`src/rtl/relogio_bcd_counter_if.sv`:
```
// Control and display bus between the HH:MM:SS timekeeping stage and its neighbours.
// The master drives set-mode and increment pulses and receives the six BCD digits
// and the 1 Hz tick.
interface relogio_bcd_counter_if;
    logic       set_mode;
    logic       inc_hour;
    logic       inc_min;
    logic [3:0] s_lsd_bcd;
    logic [3:0] s_msd_bcd;
    logic [3:0] m_lsd_bcd;
    logic [3:0] m_msd_bcd;
    logic [3:0] h_lsd_bcd;
    logic [3:0] h_msd_bcd;
    logic       tick_1hz;

    modport master (
        output set_mode, inc_hour, inc_min,
        input  s_lsd_bcd, s_msd_bcd, m_lsd_bcd, m_msd_bcd, h_lsd_bcd, h_msd_bcd, tick_1hz
    );

    modport slave (
        input  set_mode, inc_hour, inc_min,
        output s_lsd_bcd, s_msd_bcd, m_lsd_bcd, m_msd_bcd, h_lsd_bcd, h_msd_bcd, tick_1hz
    );
endinterface

```
`src/rtl/relogio_bcd_counter.sv`:
```
// Time base and BCD timekeeping for the HH:MM:SS clock: divides main_clock into a
// 1 Hz tick, keeps hours/minutes/seconds as six BCD digits and supports a set mode
// in which time is frozen and hours/minutes can be stepped.
module relogio_bcd_counter #(
    parameter int unsigned CLK_FREQ_HZ = 50_000_000
) (
    input  logic                 main_clock,
    input  logic                 main_reset,
    relogio_bcd_counter_if.slave bus
);
    localparam int unsigned     CntW    = (CLK_FREQ_HZ > 2) ? $clog2(CLK_FREQ_HZ) : 1;
    localparam logic [CntW-1:0] TermCnt = CntW'(CLK_FREQ_HZ - 1);

    logic [CntW-1:0] presc_q, presc_d;
    logic            tick_q, tick_d;
    logic [3:0]      s_lsd_q, s_lsd_d, s_msd_q, s_msd_d;
    logic [3:0]      m_lsd_q, m_lsd_d, m_msd_q, m_msd_d;
    logic [3:0]      h_lsd_q, h_lsd_d, h_msd_q, h_msd_d;

    // Two-digit BCD increment modulo 60, result as {msd, lsd}.
    function automatic logic [7:0] inc_mod60(input logic [3:0] msd, input logic [3:0] lsd);
        logic [3:0] new_msd;
        logic [3:0] new_lsd;
        new_msd = msd;
        new_lsd = lsd + 4'd1;
        if (lsd == 4'd9) begin
            new_lsd = 4'd0;
            new_msd = (msd == 4'd5) ? 4'd0 : msd + 4'd1;
        end
        return {new_msd, new_lsd};
    endfunction

    // Two-digit BCD increment modulo 24, result as {msd, lsd}.
    function automatic logic [7:0] inc_mod24(input logic [3:0] msd, input logic [3:0] lsd);
        logic [3:0] new_msd;
        logic [3:0] new_lsd;
        new_msd = msd;
        new_lsd = lsd + 4'd1;
        if (msd == 4'd2 && lsd == 4'd3) begin
            new_msd = 4'd0;
            new_lsd = 4'd0;
        end else if (lsd == 4'd9) begin
            new_lsd = 4'd0;
            new_msd = msd + 4'd1;
        end
        return {new_msd, new_lsd};
    endfunction

    // Next-state: set mode freezes the prescaler and seconds, otherwise the
    // terminal count ticks and ripples the carry chain in a single edge.
    always_comb begin
        presc_d = presc_q;
        tick_d  = 1'b0;
        s_lsd_d = s_lsd_q;
        s_msd_d = s_msd_q;
        m_lsd_d = m_lsd_q;
        m_msd_d = m_msd_q;
        h_lsd_d = h_lsd_q;
        h_msd_d = h_msd_q;
        if (bus.set_mode) begin
            presc_d = '0;
            s_lsd_d = 4'd0;
            s_msd_d = 4'd0;
            if (bus.inc_min) begin
                {m_msd_d, m_lsd_d} = inc_mod60(m_msd_q, m_lsd_q);
            end
            if (bus.inc_hour) begin
                {h_msd_d, h_lsd_d} = inc_mod24(h_msd_q, h_lsd_q);
            end
        end else if (presc_q == TermCnt) begin
            presc_d = '0;
            tick_d  = 1'b1;
            {s_msd_d, s_lsd_d} = inc_mod60(s_msd_q, s_lsd_q);
            if ({s_msd_q, s_lsd_q} == 8'h59) begin
                {m_msd_d, m_lsd_d} = inc_mod60(m_msd_q, m_lsd_q);
                if ({m_msd_q, m_lsd_q} == 8'h59) begin
                    {h_msd_d, h_lsd_d} = inc_mod24(h_msd_q, h_lsd_q);
                end
            end
        end else begin
            presc_d = presc_q + 1'b1;
        end
    end

    // State register with asynchronous clear to 00:00:00.
    always_ff @(posedge main_clock or negedge main_reset) begin
        if (!main_reset) begin
            presc_q <= '0;
            tick_q  <= 1'b0;
            s_lsd_q <= 4'd0;
            s_msd_q <= 4'd0;
            m_lsd_q <= 4'd0;
            m_msd_q <= 4'd0;
            h_lsd_q <= 4'd0;
            h_msd_q <= 4'd0;
        end else begin
            presc_q <= presc_d;
            tick_q  <= tick_d;
            s_lsd_q <= s_lsd_d;
            s_msd_q <= s_msd_d;
            m_lsd_q <= m_lsd_d;
            m_msd_q <= m_msd_d;
            h_lsd_q <= h_lsd_d;
            h_msd_q <= h_msd_d;
        end
    end

    // Outputs come straight from registers.
    always_comb begin
        bus.s_lsd_bcd = s_lsd_q;
        bus.s_msd_bcd = s_msd_q;
        bus.m_lsd_bcd = m_lsd_q;
        bus.m_msd_bcd = m_msd_q;
        bus.h_lsd_bcd = h_lsd_q;
        bus.h_msd_bcd = h_msd_q;
        bus.tick_1hz  = tick_q;
    end
endmodule

```
`src/flat_wrapper.sv`:
```
// flat-port wrapper written by rule: the top's interface ports become plain ports
module relogio_bcd_counter_flat 
#(
    parameter int unsigned CLK_FREQ_HZ = 50_000_000
)
  (main_clock, main_reset, bus_set_mode, bus_inc_hour, bus_inc_min, bus_s_lsd_bcd, bus_s_msd_bcd, bus_m_lsd_bcd, bus_m_msd_bcd, bus_h_lsd_bcd, bus_h_msd_bcd, bus_tick_1hz);
  relogio_bcd_counter_if bus_i ();
  input  logic main_clock;
  input  logic main_reset;
  input wire logic [$bits(bus_i.set_mode)-1:0] bus_set_mode;
  input wire logic [$bits(bus_i.inc_hour)-1:0] bus_inc_hour;
  input wire logic [$bits(bus_i.inc_min)-1:0] bus_inc_min;
  output wire logic [$bits(bus_i.s_lsd_bcd)-1:0] bus_s_lsd_bcd;
  output wire logic [$bits(bus_i.s_msd_bcd)-1:0] bus_s_msd_bcd;
  output wire logic [$bits(bus_i.m_lsd_bcd)-1:0] bus_m_lsd_bcd;
  output wire logic [$bits(bus_i.m_msd_bcd)-1:0] bus_m_msd_bcd;
  output wire logic [$bits(bus_i.h_lsd_bcd)-1:0] bus_h_lsd_bcd;
  output wire logic [$bits(bus_i.h_msd_bcd)-1:0] bus_h_msd_bcd;
  output wire logic [$bits(bus_i.tick_1hz)-1:0] bus_tick_1hz;
  assign bus_i.set_mode = bus_set_mode;
  assign bus_i.inc_hour = bus_inc_hour;
  assign bus_i.inc_min = bus_inc_min;
  assign bus_s_lsd_bcd = bus_i.s_lsd_bcd;
  assign bus_s_msd_bcd = bus_i.s_msd_bcd;
  assign bus_m_lsd_bcd = bus_i.m_lsd_bcd;
  assign bus_m_msd_bcd = bus_i.m_msd_bcd;
  assign bus_h_lsd_bcd = bus_i.h_lsd_bcd;
  assign bus_h_msd_bcd = bus_i.h_msd_bcd;
  assign bus_tick_1hz = bus_i.tick_1hz;
  relogio_bcd_counter #(.CLK_FREQ_HZ(CLK_FREQ_HZ)) u_core (.main_clock(main_clock), .main_reset(main_reset), .bus(bus_i));
endmodule
```
`config.mk`:
```
export PLATFORM = sky130hd
export DESIGN_NAME = relogio_bcd_counter_flat
export DESIGN_NICKNAME = d
export VERILOG_FILES = /design/src/rtl/relogio_bcd_counter_if.sv /design/src/rtl/relogio_bcd_counter.sv /design/src/flat_wrapper.sv
export SDC_FILE = /design/constraint.sdc
export NUM_CORES = 1
export LEC_CHECK = 0
export BUFFER_PORTS_ARGS = -buffer_cell sky130_fd_sc_hd__buf_2
export CAP_MARGIN = 20
export CORE_MARGIN = 2
export CORE_UTILIZATION = 50
export DETAILED_ROUTE_END_ITERATION = 10
export MAX_ROUTING_LAYER = met4
export PLACE_DENSITY = 0.67
export REMOVE_ABC_BUFFERS = 1
export SLEW_MARGIN = 0
export SYNTH_ARGS = -nofsm -noshare
export SYNTH_HDL_FRONTEND = slang
export SYNTH_SLANG_ARGS = --single-unit
export TNS_END_PERCENT = 100
```
`constraint.sdc`:
```
create_clock -name main_clock -period 3 [get_ports main_clock]
set_clock_uncertainty 0.1 [all_clocks]
set_input_delay 0.3 -clock main_clock [delete_from_list [all_inputs] [get_ports main_clock]]
set_output_delay 0.3 -clock main_clock [all_outputs]
set_load 0.05 [all_outputs]
```
==> flow_summary.yaml, run 1 <==
worst_setup_path:
  crit_fanout: 18
  cp-startpoint: "u_core.presc_q[0]$_DFF_PN0_"
  max_stage_delay_ps: 600
  cp-end-kind: "flip-flop"
  timing.rr.start: "u_core.presc_q[0]$_DFF_PN0_"
  critPathSlowestCell: "or4_1"
  path_cells: "ha_1, nand3_2, nor4_1, nand2_1, or4_1, a21oi_1"
  arrival_ps: 2710
  required_ps: 3130
  critical_path_class: "flip-flop to flip-flop"
  worstRegToRegCells: 6
  cp-start-kind: "flip-flop"
power:
  power.leakage_nw: 1.370
  ir_worst_vdd_v: 0.0003222
  power.density_nw_per_um2: 636.1
run_status:
  status: "finished clean"
synthesis:
  async_flop_share: 1.000
  synth.avg_cell_area_um2: 9.604
  synth.mux.area_fraction: 0.02477
  ys_seq_elements: 51
  synth.distinct_cells: 44
  synth.top_cell.area_share: 0.4679
  yosysTopAreaCell: "dfrtp_1"
  synth_edf_count: 0
  synthAdderAreaFrac: 0.04128
  synth-simple-area-share: 0.2743
  synth_area_leaders: "dfrtp_1, nor2_1, xor2_1"
  synthFlopType: "dfrtp_1"
  synth-warning-count: 0
  synth_top_family_by_area: "simple AND/OR/NAND/NOR gates"
  synth_cells: 284
  ys_seq_area_frac: 0.4679
  synth_compound_area_frac: 0.08119
  synthXorXnorAreaFrac: 0.08991
  synth_area_um2: 2728
grt:
  grt_pass1_vias: 2154
  gr-total-overflow: 0
  antenna_found_initial: 0
  grt_max_degree: 29
  grtUsageTotal: 0.2051
  grt_pass1_wl_mm: 9.742
clocking:
  numCtsBuffers: 5
  post_cts.repair.setup_buffers: 0
  cts_buffer_depth: 2
  cts_tree: "yes"
  insertion_delay_ps: 310
  cts_resized: 0
  cts_htree_levels: 2
  root_buffer: "clkbuf_8"
  clkTransAtPathRegs_ps: 90
  clock_sinks: 51
  cts_hold_buf: 1
floorplan:
  die_x_um: 77.86
  rows: 26
  dieArea_um2: 6062
  fp.dieH_um: 77.86
  start_util: 0.5273
  core_um2: 5172
  io-pin-count: 30
detailed_routing:
  wl_met3_um: 197
  wl_met1_mm: 2.553
  routedWlPerCell_um: 13.92
  ant_nets: 0
  wirelength_mm: 5.444
  route.detailed.drc: 0
  initialDrtViolationCount: 144
  vias: 2169
  highest_layer: "met4"
  firstDrtPassIters: 4
  viasPerCell: 5.547
  met2_length_mm: 2.646
sta:
  final_hold_viol_count: 0
  rsz0062_at_grt: "false"
  period_minus_slack_ps: 2578
  tightest_slew_ps: 794.9
  slew_violations: 0
  setup_viol: 0
  setup_tns_ps: 0
  slew_headroom: 0.4651
  fin_crit_sh: 0.8593
  timing.fmax_mhz: 387.9
job:
  drv_cap: 0
hold_path:
  holdCritPathClass: "input port to flip-flop"
  hp-start: "bus_set_mode"
  min_path_cells: 2
final_layout:
  final_core_util: 0.5985
  fin_area_um2: 3095
  syn_to_final_growth_pct: 13.49
  layout-drive-gt1-share: 0.1589
  diodes: 0
  fin_nets: 334
  fillCellCount: 462
place:
  dpl_cell_area_um2: 2968
  io_buffers: 29
  gp_congestion: 0.8102
  dp_hpwl_mm: 3.896
[cells by family (layout without fill, tap and decap cells)]
logic type,count (synthesis),after routing
buffers and inverters,15,52
DFF,51,51
and+or+nand+nor,141,141
adders and majority gates,9,9
AOI/OAI and AO/OA,34,34
muxes,6,6
xor gates and xnor gates,28,28
[worst max-delay path, delay by kind of cell (launching register included)]
kind / cells / cell delay [ps]
and+or+nand+nor: 4 / 1590
DFF: 1 / 400
adders and majority gates: 1 / 230
AOI/OAI and AO/OA: 1 / 170
[metal layers]
layer	global-route usage	vias up
met5	-	-
met2	0.3405	30
met1	0.2583	1051
li1	-	1083
met3	0.04419	5
met4	0.04643	0
[final cells by class]
| type | instances | area, um2 | area share |
|---|---|---|---|
| timing repair buffer | 33 | 177.7 | 0.05740 |
| clock buffer | 6 | 82.58 | 0.02668 |
| clock inverter | 2 | 35.03 | 0.01132 |
| inverter | 11 | 41.29 | 0.01334 |
| multi-input combinational | 218 | 1395 | 0.4507 |
| sequential | 51 | 1276 | 0.4123 |
| tap | 70 | 87.58 | 0.02829 |
[power breakdown]
group          leakage [nW]  internal (mW)  switching [mW]
clock                0.0612          0.270           0.223
combinational         0.625          0.176           0.420
sequential            0.684          0.765           0.114
[state kept, by name (all words and copies together) (netlist names)]
| name | flops |
|---|---|
| u_core.bus.tick_1hz | 1 |
| u_core.bus.h_lsd_bcd | 4 |
| u_core.bus.h_msd_bcd | 4 |
| u_core.bus.m_msd_bcd | 4 |
| u_core.bus.m_lsd_bcd | 4 |
| u_core.bus.s_lsd_bcd | 4 |
| u_core.bus.s_msd_bcd | 4 |
| u_core.presc_q | 26 |
[cells in the final DEF, fill, tap and decap left out, drive strengths merged, types with 3 or more instances in the layout]
master,synthesis,final
nand4,7,7
xor2,16,16
mux2,6,6
or4,6,6
buf,0,32
a21oi,12,12
ha,9,9
nor4bb,3,3
xnor2,12,12
clkbuf,4,6
dfrtp,51,51
and2,4,4
nand2,22,22
inv,11,11
nor3,6,6
o21ai,9,9
nor4,6,6
or3,5,5
and3,6,6
nor2b,6,6
nor2,40,40
nand3,21,21
[metrics by stage]
| stage | instances | hold slack [ps] | total power [mW] | worst slack [ps] |
|---|---|---|---|---|
| 2_1_floorplan | 280 | -95.59 | 1.332 | 544.0 |
| 3_3_place_gp | 382 | 230.7 | 1.482 | 519.5 |
| 3_5_place_dp | 382 | 229.8 | 1.491 | 420.8 |
| 4_1_cts | 391 | 232.3 | 1.988 | 414.9 |
| 5_1_grt | 391 | 252.4 | 2.085 | 253.6 |
| 6_report | 391 | 235.1 | 1.969 | 422.1 |
[cell usage after synthesis (2+ instances only)]
library cell	instances
dfrtp_1	51
nor2_1	40
nand2_1	22
nand3_1	18
xor2_1	16
xnor2_1	12
a21oi_1	11
inv_1	11
ha_1	9
o21ai_0	8
nand4_1	7
and3_1	6
nor2b_1	6
nor3_1	6
nor4_1	6
or4_1	6
and2_1	4
clkbuf_1	4
mux2_2	4
or3_1	4
nand3_2	3
nor4bb_1	3
a22o_1	2
and3b_1	2
mux2_1	2
nand3b_1	2
o211ai_1	2
[worst paths after layout]
kind,end,slack (ps)
min in group asynchronous,u_core.bus.s_lsd_bcd[3]$_DFFE_PN0P_,410
min reg2reg,u_core.presc_q[0]$_DFF_PN0_,390
max,u_core.bus.s_msd_bcd[0]$_DFFE_PN0P_,420
min,u_core.bus.s_lsd_bcd[3]$_DFFE_PN0P_,240
max reg2reg,u_core.bus.s_msd_bcd[0]$_DFFE_PN0P_,420
max in group asynchronous,u_core.presc_q[13]$_DFF_PN0_,1620
Note: power is estimated with default switching activity, not from simulation.
==> run 2: changes to the inputs <==
- ABC_AREA: default -> 1
- PLACE_DENSITY: 0.67 -> 0.66
==> run 2 against run 1 <==
Net effect: die area is 13% higher; via count is 26% higher; sequential cell count stayed put; sequential power is 4.1% lower; synthesized cell count is 48% higher; first-iteration DRC count is 15% higher; largest power group unchanged.
==> flow_summary.yaml, run 2 <==
grt:
  gr-total-overflow: 0
  grt_pass1_vias: 2479
  antenna_found_initial: 0
  grt_pass1_wl_mm: 11.82
  grt_max_degree: 32
  grtUsageTotal: 0.2343
clocking:
  root_buffer: "clkbuf_8"
  cts_htree_levels: 2
  cts_resized: 0
  insertion_delay_ps: 310
  cts_buffer_depth: 2
  clkTransAtPathRegs_ps: 90
  post_cts.repair.setup_buffers: 0
  numCtsBuffers: 5
  cts_hold_buf: 1
  clock_sinks: 51
  cts_tree: "yes"
synthesis:
  synth-warning-count: 0
  synth_edf_count: 0
  synth_area_um2: 3090
  synth.most_common_cell: "nand2_1"
  ys_seq_elements: 51
  synth_cells: 420
  synthFlopType: "dfrtp_1"
  synth.distinct_cells: 34
  async_flop_share: 1.000
  yosys-top-cells-count: "nand2_1, nor2_1, dfrtp_1"
  synth_area_leaders: "dfrtp_1, nand2_1, nor2_1"
  yosysTopAreaCell: "dfrtp_1"
  synth.avg_cell_area_um2: 7.358
  synth.top_cell.area_share: 0.4130
  ys_seq_area_frac: 0.4130
place:
  gp_congestion: 0.9416
  placedCellCount: 521
  io_buffers: 29
  dp_hpwl_mm: 5.184
worst_setup_path:
  required_ps: 3120
  max_stage_delay_ps: 450
  cp-startpoint: "u_core.presc_q[0]$_DFF_PN0_"
  path_cells: "ha_1, nand2_1, nor2_4, nand2_1, nor2_1, nand2_2, nand2_4, nand3_1, o21ai_0"
  worstRegToRegCells: 9
  crit_fanout: 22
  critical_path_class: "flip-flop to flip-flop"
  crit_family: "simple AND/OR/NAND/NOR gates"
  critPathSlowestCell: "dfrtp_1"
  cp-start-kind: "flip-flop"
  cp.depth: 9
  arrival_ps: 2230
  crit_top_cell: "nand2_1"
  path_buf_inv: 0
  timing.rr.start: "u_core.presc_q[0]$_DFF_PN0_"
  cp-end-kind: "flip-flop"
sta:
  period_minus_slack_ps: 2115
  slew_violations: 0
  rsz0062_at_grt: "false"
  slew_headroom: 0.6745
  fin_crit_sh: 0.7050
  setup_viol: 0
  timing.fmax_mhz: 472.8
  setup_tns_ps: 0
  final_hold_viol_count: 0
  tightest_slew_ps: 488.3
final_layout:
  diodes: 0
  instances_no_fill: 529
  final_common_cell: "nand2_1"
  syn_to_final_growth_pct: 10.00
  final_cell_mix: "nand2_1, nor2_1, dfrtp_1"
  top_register: "u_core.presc_q"
  layout-drive-gt1-share: 0.1233
  largest_reg_flops: 26
  fin_nets: 468
detailed_routing:
  initialDrtViolationCount: 166
  route.detailed.drc: 0
  wirelength_mm: 6.712
  vias: 2740
  ant_nets: 0
  firstDrtPassIters: 4
  routedWlPerCell_um: 12.69
  viasPerCell: 5.180
floorplan:
  dieArea_um2: 6826
  core_um2: 5956
  fp.dieH_um: 82.62
  io-pin-count: 30
  rows: 28
  die_x_um: 82.62
  start_util: 0.5189
power:
  power.density_nw_per_um2: 528.6
  ir_worst_vdd_v: 0.0005143
  power.leakage_nw: 1.641
hold_path:
  min_path_cells: 2
  holdCritPathClass: "input port to flip-flop"
  hp-start: "bus_set_mode"
run_status:
  status: "finished clean"
job:
  drv_cap: 0
[run 2: cell types whose count changed after synthesis, sizes merged, moves of 6 or more]
cell and change:
inv +37, o21ai +9, nor2 +39, mux2 -6
nor4 -6, and3 -6, nand3 +14, or4 -6
nand2 +85, xor2 -8, nand4 +7, xnor2 -6
nor2b -6
[run 2: final timing paths]
kind / end / slack (ps)
max: u_core.bus.m_lsd_bcd[3]$_DFFE_PN0P_ / 880
min: u_core.presc_q[4]$_DFF_PN0_ / 200
max reg2reg: u_core.bus.m_lsd_bcd[3]$_DFFE_PN0P_ / 880
min reg2reg: u_core.bus.h_lsd_bcd[3]$_DFFE_PN0P_ / 440
max in group asynchronous: u_core.bus.h_msd_bcd[0]$_DFFE_PN0P_ / 1640
min in group asynchronous: u_core.presc_q[19]$_DFF_PN0_ / 380
[run 2: routing by layer]
layer	share of wire	track usage	vias up
li1	-	-	1415
met1	0.48	0.3266	1263
met2	0.47	0.3597	58
met3	0.040	0.03152	4
met4	0.0069	0.06721	0
met5	0	-	-
[run 2: area by class of cell]
| type | count | area [um2] |
|---|---|---|
| well taps | 75 | 93.84 |
| flip-flops and latches | 51 | 1276 |
| fillers | 584 | 2556 |
| repair buffers | 32 | 170.2 |
| clock buffers | 6 | 82.58 |
| clock inverters | 1 | 5.005 |
| inverters | 48 | 180.2 |
| multi-input cells | 316 | 1592 |
[run 2: cells by family (layout without fill, tap and decap cells)]
kind of cell / count (synthesis) / after routing / synth area share
compound gates: 37 / 37 / 0.06721
xor+xnor: 14 / 14 / 0.03968
fa+ha+maj: 9 / 9 / 0.03644
buf+inv: 53 / 87 / 0.07206
flops: 51 / 51 / 0.4130
simple gates: 256 / 256 / 0.3717
[run 2: stage by stage]
step	worst slack (ps)	utilization	hold WS [ps]	instance area, um2	total power, mW
floorplan	1002	-	-95.59	3048	1.269
global placement	1015	0.5544	189.7	3302	1.402
detailed placement	879.3	0.5544	193.9	3302	1.411
CTS	855.3	0.5708	191.9	3400	1.819
global route	554.3	0.5708	220.8	3400	1.922
finish	885.0	0.5708	197.5	3400	1.797
[run 2: power breakdown]
part	switching [mW]	leakage, nW	internal [mW]
clock	0.221	0.0470	0.181
sequential	0.0913	0.692	0.752
combinational	0.394	0.902	0.158
==> run 3: changes to the inputs <==
- ABC_AREA: 1 -> 0
- PLACE_DENSITY: 0.66 -> 0.69
- clock period: 3 -> 1.85 ns (I/O delays scaled with it)
==> run 3 against run 2 <==
Net effect: the run now ends with negative setup slack left; critical path depth decreased by 2; clock power up 110%; critical path type unchanged; critical endpoint is now u_core.bus.h_msd_bcd[3]$_DFFE_PN0P_; global-route usage increased by 8.0 points; largest power group is now combinational logic; total power up 100%; maximum frequency shrank 11%.
==> flow_summary.yaml, run 3 (synthesis results as in run 1) <==
run_status:
  status: "finished, violations left"
  violations: "negative setup slack"
sta:
  rsz0062_at_grt: "true"
  slew_headroom: 0.5530
  setup_viol: 50
  tightest_slew_ps: 670.5
  final_hold_viol_count: 0
  setup_tns_ps: -12830
  fin_crit_sh: 1.282
  period_minus_slack_ps: 2373
  slew_violations: 0
  final.setup.worst_slack_ps: -522.5
  timing.fmax_mhz: 421.5
  hold_slack_ps: 190.9
detailed_routing:
  vias: 2857
  initialDrtViolationCount: 237
  route.detailed.drc: 0
  firstDrtPassIters: 4
  wirelength_mm: 9.663
  ant_nets: 0
  viasPerCell: 5.819
  routedWlPerCell_um: 19.68
job:
  drv_cap: 0
final_layout:
  diodes: 0
  top_register: "u_core.presc_q"
  largest_reg_flops: 26
  final_core_util: 0.8454
  syn_to_final_growth_pct: 60.32
  instances_no_fill: 491
  final_cell_mix: "buf_4, dfrtp_1, nor2_1"
  layout-drive-gt1-share: 0.4893
  fin_nets: 434
  final_common_cell: "buf_4"
clocking:
  clkTransAtPathRegs_ps: 100
  cts_buffer_depth: 2
  root_buffer: "clkbuf_8"
  cts_tree: "yes"
  clock_sinks: 51
  insertion_delay_ps: 310
  numCtsBuffers: 5
  cts_htree_levels: 2
floorplan:
  fp.dieH_um: 77.86
  start_util: 0.5273
  die_x_um: 77.86
  rows: 26
  io-pin-count: 30
  dieArea_um2: 6062
  core_um2: 5172
power:
  power.leakage_nw: 2.032
  ir_worst_vdd_v: 0.0007323
  power.density_nw_per_um2: 840.1
worst_setup_path:
  cp-end-kind: "flip-flop"
  r2r_setup_slack_ps: -520
  critical_path_class: "flip-flop to flip-flop"
  required_ps: 1980
  cp-start-kind: "flip-flop"
  crit_fanout: 4
  arrival_ps: 2500
place:
  placedCellCount: 456
  dp_hpwl_mm: 4.594
  place_ws_ps: -571.9
  io_buffers: 29
  gp_congestion: 0.8042
hold_path:
  holdCritPathClass: "input port to flip-flop"
grt:
  grt_max_degree: 52
  grtUsageTotal: 0.3139
  gr-total-overflow: 0
  antenna_found_initial: 0
  grt_pass1_vias: 2895
  grt_pass1_wl_mm: 14.48
-- run 3: changes by cell type in the layout (fill, tap and decap cells not counted), sizes merged, moves of 7 or more --
cell	change
o21ai	-9
xor2	+8
nor2	-39
nand4	-7
nand3	-14
nand2	-84
buf	+99
inv	-37
-- run 3: power breakdown --
part / leakage [nW] / switching [mW] / internal (mW)
Sequential: 0.684 / 0.121 / 1.24
Clock: 0.0612 / 0.389 / 0.439
Combinational: 1.29 / 0.956 / 0.528
Total: 2.03 / 1.47 / 2.21
-- run 3: routing by layer --
metal | part of all wire | track usage | vias to the layer above
met4 | 0.027 | 0.1071 | 0
met1 | 0.39 | 0.3815 | 1428
met2 | 0.53 | 0.5328 | 122
li1 | - | - | 1281
met3 | 0.054 | 0.05000 | 26
met5 | 0 | - | -
-- run 3: what timing repair did --
item	4_1_cts	5_1_grt
gates resized for setup	65	30
buffers inserted	16	6
setup endpoints to repair	51	51
pin swaps	42	20
endpoints found under the hold margin	51	0
cloned	3	1
hold buffers	1	0
-- run 3: stage by stage --
| step | area [um2] | total power, mW |
|---|---|---|
| 6_report | 4373 | 3.674 |
| 5_1_grt | 4373 | 3.827 |
| 4_1_cts | 4160 | 3.553 |
| 3_5_place_dp | 3536 | 2.626 |
| 3_3_place_gp | 3536 | 2.595 |
| 2_1_floorplan | 2713 | 2.160 |
-- run 3: final timing paths --
kind	startpoint	endpoint	cells past startpoint
setup / recovery	u_core.presc_q[1]$_DFF_PN0_	u_core.bus.h_msd_bcd[3]$_DFFE_PN0P_	7
setup reg to reg	u_core.presc_q[1]$_DFF_PN0_	u_core.bus.h_msd_bcd[3]$_DFFE_PN0P_	7
max in group asynchronous	main_reset	u_core.bus.m_lsd_bcd[3]$_DFFE_PN0P_	3
hold reg to reg	u_core.bus.h_msd_bcd[3]$_DFFE_PN0P_	u_core.bus.h_msd_bcd[3]$_DFFE_PN0P_	2
hold / removal	bus_set_mode	u_core.bus.s_msd_bcd[0]$_DFFE_PN0P_	3
min in group asynchronous	main_reset	u_core.bus.s_lsd_bcd[2]$_DFFE_PN0P_	3
-- run 3: cell type report --
type	instances	area, um2
inverters	11	41.29
well taps	70	87.58
clock inverters	2	35.03
fillers	273	799.5
repair buffers	132	1054
multi-input cells	219	1797
flip-flops and latches	51	1276
clock buffers	6	82.58
-- run 3: worst max-delay path: stages, from the launching register on --
cell and delay (ps):
dfrtp_1 400, ha_2 210, nand3_2 70, or4_4 500
or3_4 440, buf_4 160, a211oi_4 230, xor2_1 180
